<file path="src/rtl/cnn_mac_pkg.sv">
// Shared types and default widths for the cnn_mac_seq dot-product sequencer.
package cnn_mac_pkg;

    localparam int unsigned DIN0_W       = 14;
    localparam int unsigned DIN1_W       = 9;
    localparam int unsigned PROD_W       = 24;
    localparam int unsigned ACC_W        = 32;
    localparam int unsigned LEN_W        = 10;
    localparam int unsigned DRAIN_CYCLES = 2;

    typedef enum logic [1:0] {
        IDLE  = 2'd0,
        RUN   = 2'd1,
        DRAIN = 2'd2,
        DONE  = 2'd3
    } state_e;

endpackage

</file>
<file path="src/rtl/cnn_mac_seq_mul.sv">
// Registered signed multiplier with a valid bit travelling alongside the product.
module cnn_mac_seq_mul #(
    parameter int unsigned DIN0_W = 14,
    parameter int unsigned DIN1_W = 9,
    parameter int unsigned PROD_W = 24
) (
    input  logic              ap_clk,
    input  logic              ap_rst_n,
    input  logic              in_vld,
    input  logic [DIN0_W-1:0] a,
    input  logic [DIN1_W-1:0] b,
    output logic              out_vld,
    output logic [PROD_W-1:0] prod
);

    logic signed [PROD_W-1:0] a_ext, b_ext;
    logic signed [PROD_W-1:0] prod_d, prod_q;
    logic                     vld_d, vld_q;

    // Operands widened to the product width first so the multiply is exact.
    always_comb begin
        a_ext  = {{(PROD_W-DIN0_W){a[DIN0_W-1]}}, a};
        b_ext  = {{(PROD_W-DIN1_W){b[DIN1_W-1]}}, b};
        vld_d  = in_vld;
        prod_d = prod_q;
        if (in_vld) begin
            prod_d = a_ext * b_ext;
        end
    end

    always_ff @(posedge ap_clk or negedge ap_rst_n) begin
        if (!ap_rst_n) begin
            vld_q  <= 1'b0;
            prod_q <= '0;
        end else begin
            vld_q  <= vld_d;
            prod_q <= prod_d;
        end
    end

    assign out_vld = vld_q;
    assign prod    = prod_q;

endmodule

</file>
<file path="src/rtl/cnn_mac_seq.sv">
// Dot-product sequencer: streams len feature/weight pairs through one multiplier
// and accumulates onto a bias, reporting via an ap_start/ap_done block handshake.
module cnn_mac_seq #(
    parameter int unsigned DIN0_W = cnn_mac_pkg::DIN0_W,
    parameter int unsigned DIN1_W = cnn_mac_pkg::DIN1_W,
    parameter int unsigned PROD_W = cnn_mac_pkg::PROD_W,
    parameter int unsigned ACC_W  = cnn_mac_pkg::ACC_W,
    parameter int unsigned LEN_W  = cnn_mac_pkg::LEN_W
) (
    input  logic              ap_clk,
    input  logic              ap_rst_n,
    input  logic              ap_start,
    output logic              ap_done,
    output logic              ap_idle,
    output logic              ap_ready,
    input  logic [LEN_W-1:0]  len,
    input  logic [ACC_W-1:0]  bias,
    output logic [LEN_W-1:0]  x_address0,
    output logic              x_ce0,
    input  logic [DIN0_W-1:0] x_q0,
    output logic [LEN_W-1:0]  w_address0,
    output logic              w_ce0,
    input  logic [DIN1_W-1:0] w_q0,
    output logic [ACC_W-1:0]  acc_out
);

    import cnn_mac_pkg::*;

    localparam int unsigned DRAIN_W = 2;

    state_e              state_q, state_d;
    logic [LEN_W-1:0]    len_q, len_d;
    logic [LEN_W-1:0]    cnt_q, cnt_d;
    logic [DRAIN_W-1:0]  drain_q, drain_d;
    logic [ACC_W-1:0]    acc_q, acc_d;
    logic [ACC_W-1:0]    acc_out_q, acc_out_d;
    logic                ce_q, ce_d;
    logic                rd_vld_q, rd_vld_d;
    logic                done_q, done_d;
    logic                idle_q, idle_d;
    logic                mul_vld;
    logic [PROD_W-1:0]   mul_prod;
    logic                last_issue_c;
    logic                drain_end_c;

    assign last_issue_c = (cnt_q == len_q - LEN_W'(1));
    assign drain_end_c  = (drain_q == DRAIN_W'(DRAIN_CYCLES - 1));

    cnn_mac_seq_mul #(
        .DIN0_W (DIN0_W),
        .DIN1_W (DIN1_W),
        .PROD_W (PROD_W)
    ) u_mul (
        .ap_clk   (ap_clk),
        .ap_rst_n (ap_rst_n),
        .in_vld   (rd_vld_q),
        .a        (x_q0),
        .b        (w_q0),
        .out_vld  (mul_vld),
        .prod     (mul_prod)
    );

    always_ff @(posedge ap_clk or negedge ap_rst_n) begin
        if (!ap_rst_n) begin
            state_q <= IDLE;
        end else begin
            state_q <= state_d;
        end
    end

    always_comb begin
        state_d = state_q;
        case (state_q)
            IDLE:    if (ap_start) state_d = (len == '0) ? DONE : RUN;
            RUN:     if (last_issue_c) state_d = DRAIN;
            DRAIN:   if (drain_end_c) state_d = DONE;
            DONE:    state_d = IDLE;
            default: state_d = IDLE;
        endcase
    end

    // Outputs are registered from the next state so they line up with it.
    always_comb begin
        len_d     = len_q;
        cnt_d     = cnt_q;
        drain_d   = '0;
        acc_d     = acc_q;
        acc_out_d = acc_out_q;
        rd_vld_d  = ce_q;
        if (mul_vld) begin
            acc_d = acc_q + {{(ACC_W-PROD_W){mul_prod[PROD_W-1]}}, mul_prod};
        end
        case (state_q)
            IDLE: begin
                if (ap_start) begin
                    len_d = len;
                    cnt_d = '0;
                    acc_d = bias;
                end
            end
            RUN:     cnt_d = last_issue_c ? '0 : cnt_q + LEN_W'(1);
            DRAIN:   drain_d = drain_q + DRAIN_W'(1);
            default: ;
        endcase
        ce_d   = (state_d == RUN);
        done_d = (state_d == DONE);
        idle_d = (state_d == IDLE);
        // Last product lands on the same edge that enters DONE, so forward acc_d.
        if (state_d == DONE) begin
            acc_out_d = acc_d;
        end
    end

    always_ff @(posedge ap_clk or negedge ap_rst_n) begin
        if (!ap_rst_n) begin
            len_q     <= '0;
            cnt_q     <= '0;
            drain_q   <= '0;
            acc_q     <= '0;
            acc_out_q <= '0;
            ce_q      <= 1'b0;
            rd_vld_q  <= 1'b0;
            done_q    <= 1'b0;
            idle_q    <= 1'b1;
        end else begin
            len_q     <= len_d;
            cnt_q     <= cnt_d;
            drain_q   <= drain_d;
            acc_q     <= acc_d;
            acc_out_q <= acc_out_d;
            ce_q      <= ce_d;
            rd_vld_q  <= rd_vld_d;
            done_q    <= done_d;
            idle_q    <= idle_d;
        end
    end

    assign ap_done    = done_q;
    assign ap_ready   = done_q;
    assign ap_idle    = idle_q;
    assign x_ce0      = ce_q;
    assign w_ce0      = ce_q;
    assign x_address0 = cnt_q;
    assign w_address0 = cnt_q;
    assign acc_out    = acc_out_q;

endmodule

</file>
<file path="config.mk">
export PLATFORM = sky130hd
export DESIGN_NAME = cnn_mac_seq
export DESIGN_NICKNAME = d
export VERILOG_FILES = /design/src/rtl/cnn_mac_pkg.sv /design/src/rtl/cnn_mac_seq_mul.sv /design/src/rtl/cnn_mac_seq.sv
export SDC_FILE = /design/constraint.sdc
export NUM_CORES = 1
export LEC_CHECK = 0
export CORE_ASPECT_RATIO = 1.25
export CORE_MARGIN = 5
export CORE_UTILIZATION = 63
export DETAILED_ROUTE_END_ITERATION = 7
export PLACE_DENSITY = 0.89
export SLEW_MARGIN = 15
export SYNTH_ARGS = -nofsm -noshare
export SYNTH_HDL_FRONTEND = slang
export SYNTH_SLANG_ARGS = --single-unit
</file>
<file path="constraint.sdc">
create_clock -name ap_clk -period 6.4 [get_ports ap_clk]
set_input_delay 0.96 -clock ap_clk [delete_from_list [all_inputs] [get_ports ap_clk]]
set_output_delay 0.96 -clock ap_clk [all_outputs]
set_load 0.05 [all_outputs]
</file>
==> results.tsv, run 1 <==
stage	metric	value	unit
outcome	status	complete, no violations	
setup_path	crit-path max FO	7	
setup_path	Critical Path RT	6740	ps
power	Lkg Pwr	6.46	nW
setup_path	worst reg2reg setup slack	3030	ps
synth	Netlist cell types	75	
layout	Area Growth Syn to Fin	18.4	%
synth	Synth Cell Area	0.0114	mm^2
synth	Mapped Nets	1526	
clocking	Max Root-Sink Buffers	2	
hold_path	hold depth	1	
setup_path	R2R cell count	9	
synth	top post-synthesis cells by area	dfrtp_1 (25%), fa_1 (19%), ha_1 (9.0%)	
floorplanning	Starting Density	63.4	%
global_route	Overall Global Routing Usage	27.9	%
clocking	H-tree level count	4	
clocking	Clock Latency Late Sink	430	ps
synth	post-synth top area cell	dfrtp_1	
setup_path	reg2reg end	acc_out[19]$_DFFE_PN0P_	
power	total power	7.94	mW
setup_path	crit path DAT	6350	ps
setup_path	Crit path top cell by count	fa_1	
synth	Synth Instances	1270	
global_route	vias in the first global route	10100	
timing	Worst Skew	8.64	ps
layout	layout cells sized above 1	8.03	%
global_route	initial antenna violation count	0	
synth	top cell type's share of synthesized area	25.3	%
detailed_routing	DRC	0	
power	Clock power frac	12.4	%
layout	Nets	1638	
timing	final setup fails	0	
synth	Avg Cell Area, Syn	8.97	um^2
timing	final worst-path cycle share	93.9	%
setup_path	critical path type	input pin to flip-flop	
timing	setup TNS	0	ps
hold_path	worst hold path class	flip-flop to flip-flop	
power	Flop pwr share	16.2	%
power	power per standard cell area	589	mW/mm^2
setup_path	critical path launch point type	input pin	
timing	Slew @ Worst Pin	874	ps
timing	Max Slew Vio Count	0	
detailed_routing	Pre-antenna DRT Iters	6	
placed_design	Post-DP HPWL	21600	um
timing	slew margin rel.	41.7	%
detailed_routing	DRT antenna net count	0	
synth	ys async rst share	100	%
job	max_cap viols	0	
clocking	CTS root buf	clkbuf_16	
clocking	Setup Buffers After CTS	0	
floorplanning	die height	160	um
timing	Final Hold Fails	0	
clocking	hold_buf cts	0	
power	P_sw	3.84	mW
clocking	CTS buffer count	17	
power	Combinational Power Share	71.4	%
setup_path	Slowest-stage cell, CP	fa_1	
layout	Antenna Cells	0	
synth	#FFs+latches synth	116	
floorplanning	cell row count	55	
timing	RSZ-0062 raised after global routing	no	
placed_design	Placed Instance Area	0.0129	mm^2
placed_design	Final Wtd Congestion	0.910	
setup_path	CP max stage delay	550	ps
synth	Top FF cell, synth	dfrtp_1	
clocking	CTS tree	built	
detailed_routing	first-iteration detailed-routing DRC count	559	
placed_design	port buffer count	124	
floorplanning	IO Count	125	
timing	min cycle time layout	6010	ps
global_route	global route overflow	0	
synth	register area share after synthesis	25.5	%
power	maximum vdd drop	0.288	mV
layout	cell area after layout	0.0135	mm^2
detailed_routing	Vias	9597	
setup_path	CP Cell Sequence	clkdlybuf4s50_1 > buf_4 > buf_12 > nand2_1 > fa_1 > inv_1 > fa_1 > fa_1 > inv_1 > fa_1 > inv_1 > ha_1 > ha_1 > and2_1 > nand4_1 > nand2_1 > a41oi_1 > buf_4 > a211oi_1 > nor3b_1 > or4_1 > o221ai_1	
clocking	post-cts resize count	0	
clocking	clk sinks	116	
detailed_routing	DR vias/cell	5.92	
detailed_routing	drt total wl	28000	um
clocking	Worst-path clk slew	60	ps
power	Int Power	4.10	mW
hold_path	Hold Startpoint	drain_q[0]$_DFF_PN0_	
floorplanning	Core Box Area	0.0180	mm^2
detailed_routing	per-cell routed wire length	17.2	um
synth	Synth warnings	0	
hold_path	Hold Path Sink	drain_q[0]$_DFF_PN0_	
floorplanning	die span in x	130	um
synth	EDFF count, synth	0	
power	switching share of power	48.4	%
setup_path	Reg2Reg Launch Point	state_q[1]$_DFF_PN0_	
timing	Max Fclk	0.166	GHz
global_route	pin count of the biggest net entering global routing	68	
global_route	first-pass GRT wire length	47300	um
setup_path	CP Capture Type	flip-flop	
floorplanning	die area	0.0209	mm^2
==> power by group through the flow <==
stage	Sequential, mW	Clock (mW)	Combinational (mW)
global route	1.32	1.02	6.34
finish	1.29	0.987	5.67
global placement	1.27	0	5.30
CTS	1.28	0.988	5.65
detailed placement	1.28	0	5.54
floorplan	1.30	0	4.28
==> per-stage QoR <==
stage | utilization, % | cells | hold slack (ps) | setup WS (ps)
6_report | 75.1 | 1622 | 439 | 393
5_1_grt | 75.1 | 1622 | 461 | 122
4_1_cts | 75.1 | 1622 | 438 | 415
3_5_place_dp | 71.7 | 1591 | 430 | -12.7
3_3_place_gp | 71.7 | 1591 | 421 | 171
2_1_floorplan | - | 1270 | 352 | 620
==> synth_stat cells (3+ instances only) <==
library cell / number
a2111o_1: 3
a211oi_1: 7
a21boi_0: 4
a21o_1: 20
a21oi_1: 60
a221o_1: 4
a221oi_1: 4
a311oi_1: 4
a31oi_1: 19
a41oi_1: 3
and2_1: 44
and3_1: 12
buf_2: 4
buf_4: 13
clkbuf_1: 48
dfrtp_1: 115
fa_1: 106
ha_1: 82
inv_1: 144
mux2_2: 26
mux2i_1: 13
nand2_1: 182
nand2b_1: 15
nand3_1: 22
nand4_1: 10
nor2_1: 78
nor2b_1: 17
nor3_1: 17
nor4_1: 3
o211a_1: 4
o211ai_1: 10
o21a_1: 6
o21ai_0: 51
o21bai_1: 10
o31a_1: 5
o31ai_1: 10
or3_1: 7
xnor2_1: 31
xor2_1: 13
==> cell type report <==
type                    instances  area, um^2
fillers                      1241        4470
clock buffers                  17         425
well taps                     228         285
repair buffers                160        1520
flip-flops and latches        116        2900
multi-input cells             943        7630
clock inverters                14         180
inverters                     144         541
==> critical path, delay by kind of cell <==
family / cells / cell delay (ps)
AOI/OAI and AO/OA: 3 / 490
adders and majority gates: 6 / 2620
buffers and inverters: 7 / 1160
and+or+nand+nor: 6 / 1100
==> cells by family after synthesis <==
| kind of cell | synth area share, % |
|---|---|
| AND/OR/NAND/NOR | 17.6 |
| AO/OA/AOI/OAI | 14.5 |
| buffers and inverters | 7.56 |
| adder cells (fa/ha/maj) | 27.6 |
| flip-flops | 25.5 |
| XOR/XNOR | 3.38 |
| multiplexers | 3.84 |
==> cells in the final DEF (no fill, tap or decap), types with 31 or more instances in the layout <==
cell	netlist	final
buf_4	13	36
and2_1	44	43
fa_1	106	106
o21ai_0	51	51
nor2_1	78	78
a21oi_1	60	60
inv_1	144	144
xnor2_1	31	31
nand2_1	182	182
clkdlybuf4s50_1	0	123
dfrtp_1	115	115
ha_1	82	82
==> how the worst max path moves through the flow <==
stage	startpoint	end	slack, ps	cells past startpoint
after floorplan	w_q0[2]	u_mul.prod[21]$_DFFE_PN0P_	620	20
after global placement	w_q0[2]	u_mul.prod[22]$_DFFE_PN0P_	170	22
after detailed placement	w_q0[2]	u_mul.prod[22]$_DFFE_PN0P_	-10	22
after CTS	w_q0[2]	u_mul.prod[22]$_DFFE_PN0P_	410	22
after global routing	w_q0[2]	u_mul.prod[22]$_DFFE_PN0P_	120	22
final	w_q0[2]	u_mul.prod[22]$_DFFE_PN0P_	390	22
==> per-layer routing <==
layer / global-route usage [%] / share of wire [%] / vias to the layer above
met4: 10.6 / 3.0 / 0
met3: 3.86 / 5.6 / 74
li1: - / - / 4473
met2: 51.0 / 53 / 352
met5: 0 / 0 / -
met1: 32.6 / 38 / 4698
==> registers in the layout, summed over array words and instances, names as in the netlist <==
signal,cells
rd_vld_q,1
w_ce0,1
acc_q,32
state_q,2
u_mul.out_vld,1
ap_done,1
w_address0,10
acc_out,32
u_mul.prod,23
drain_q,2
len_q,10
ap_idle,1
Power figures use the tool's default switching activity.
==> run 2: changes to the inputs <==
Settings changed: CORE_MARGIN 5 to 1.5, CTS_CLUSTER_SIZE set to 25, TNS_END_PERCENT set to 50.
==> results.tsv, run 2 (synthesis gave the netlist of run 1 again) <==
stage	metric	value	unit
power	P_sw	3.79	mW
setup_path	CP max stage delay	620	ps
global_route	global route overflow	0	
detailed_routing	per-cell routed wire length	16.8	um
detailed_routing	Vias	9549	
detailed_routing	Pre-antenna DRT Iters	5	
timing	slew margin rel.	32.9	%
detailed_routing	DRC	0	
setup_path	critical path type	input pin to flip-flop	
layout	Cell Count, Final, Fillers Out	1622	
placed_design	Final Wtd Congestion	0.912	
detailed_routing	DR vias/cell	5.89	
clocking	H-tree level count	4	
placed_design	Placed Instance Area	0.0129	mm^2
power	Int Power	4.01	mW
layout	layout cells sized above 1	8.16	%
global_route	vias in the first global route	9867	
placed_design	Post-DP HPWL	21200	um
clocking	Worst-path clk slew	60	ps
clocking	Max Root-Sink Buffers	2	
job	max_cap viols	0	
setup_path	CP Cell Sequence	clkdlybuf4s50_1 > buf_4 > nand2_1 > fa_1 > inv_1 > fa_1 > fa_1 > fa_1 > fa_1 > ha_1 > inv_1 > nor2_1 > a41oi_1 > buf_4 > a211oi_1 > nor3b_1 > or4_1 > o221ai_1	
clocking	Clock Latency Late Sink	430	ps
floorplanning	IO Count	125	
clocking	CTS tree	built	
timing	min cycle time layout	6070	ps
global_route	first-pass GRT wire length	46100	um
clocking	CTS root buf	clkbuf_16	
floorplanning	die span in x	123	um
floorplanning	cell row count	54	
timing	RSZ-0062 raised after global routing	no	
timing	Final Hold Fails	0	
power	Flop pwr share	16.4	%
timing	Max Slew Vio Count	0	
setup_path	Crit path top cell by count	fa_1	
power	maximum vdd drop	0.289	mV
placed_design	DP Cell Count	1589	
setup_path	crit-path max FO	8	
timing	Slew @ Worst Pin	1010	ps
clocking	hold_buf cts	0	
setup_path	CP Capture Type	flip-flop	
layout	most common cell after layout, fill and taps aside	nand2_1	
global_route	Overall Global Routing Usage	30.6	%
power	Combinational Power Share	72.3	%
timing	final worst-path cycle share	94.9	%
hold_path	worst hold path class	flip-flop to flip-flop	
power	Clock power frac	11.3	%
floorplanning	die height	153	um
clocking	clk sinks	116	
layout	cell area after layout	0.0134	mm^2
layout	Nets	1640	
floorplanning	Core Box Area	0.0176	mm^2
floorplanning	Starting Density	64.9	%
timing	Max Fclk	0.165	GHz
layout	Area Growth Syn to Fin	18.0	%
detailed_routing	DRT antenna net count	0	
placed_design	port buffer count	124	
setup_path	critical path launch point type	input pin	
power	Lkg Pwr	6.42	nW
clocking	Setup Buffers After CTS	0	
layout	Final Util	76.5	%
timing	Worst Skew	12.5	ps
detailed_routing	drt total wl	27300	um
timing	final setup fails	0	
clocking	post-cts resize count	0	
global_route	initial antenna violation count	1	
setup_path	Critical Path RT	6730	ps
clocking	CTS buffer count	17	
setup_path	worst reg2reg setup slack	3420	ps
power	power per standard cell area	580	mW/mm^2
detailed_routing	first-iteration detailed-routing DRC count	571	
layout	most frequent cells in the layout	nand2_1 (182), inv_1 (144), clkdlybuf4s50_1 (123)	
global_route	pin count of the biggest net entering global routing	81	
outcome	status	complete, no violations	
setup_path	Slowest-stage cell, CP	clkdlybuf4s50_1	
floorplanning	die area	0.0189	mm^2
power	switching share of power	48.6	%
setup_path	crit path DAT	6400	ps
run 2: cell type report:
class / count / area, um^2
multi-input cells: 943 / 7630
fillers: 1246 / 4130
flip-flops and latches: 116 / 2900
repair buffers: 162 / 1540
inverters: 144 / 541
clock buffers: 19 / 443
well taps: 224 / 280
clock inverters: 13 / 104
diodes: 1 / 2.50
run 2: per-stage QoR:
| step | TNS (ps) | worst slack (ps) | hold WS, ps | total power, mW |
|---|---|---|---|---|
| after floorplan | 0 | 620 | 352 | 5.58 |
| after global placement | 0 | 114 | 422 | 6.57 |
| after detailed placement | -86.5 | -83.4 | 417 | 6.81 |
| after CTS | 0 | 327 | 442 | 7.77 |
| after global routing | 0 | 89.4 | 456 | 8.55 |
| final | 0 | 329 | 449 | 7.80 |
run 2: worst max-delay path, delay by kind of cell:
kind	cells	cell delay, ps
AO/OA/AOI/OAI	3	630
adder cells (fa/ha/maj)	6	2850
buffers and inverters	5	1160
AND/OR/NAND/NOR	4	800
run 2: final timing paths:
path	depth (start not counted)	end	startpoint
max	18	u_mul.prod[22]$_DFFE_PN0P_	w_q0[2]
min	0	rd_vld_q$_DFF_PN0_	w_ce0$_DFF_PN0_
max reg2reg	11	acc_out[22]$_DFFE_PN0P_	u_mul.prod[0]$_DFFE_PN0P_
min reg2reg	0	rd_vld_q$_DFF_PN0_	w_ce0$_DFF_PN0_
max in group asynchronous	2	acc_q[4]$_DFF_PN0_	ap_rst_n
min in group asynchronous	1	acc_out[29]$_DFFE_PN0P_	ap_rst_n
run 2: power by group through the flow:
| stage | combinational [mW] | sequential, mW | clock [mW] |
|---|---|---|---|
| 2_1_floorplan | 4.28 | 1.30 | 0 |
| 3_3_place_gp | 5.30 | 1.27 | 0 |
| 3_5_place_dp | 5.53 | 1.28 | 0 |
| 4_1_cts | 5.61 | 1.27 | 0.881 |
| 5_1_grt | 6.32 | 1.31 | 0.918 |
| 6_report | 5.64 | 1.28 | 0.881 |
run 2: routing by layer:
metal | part of all wire (%) | global-route usage [%]
met5 | 0 | 0
met4 | 3.6 | 12.2
met3 | 4.2 | 4.81
met2 | 53 | 55.1
met1 | 39 | 35.7
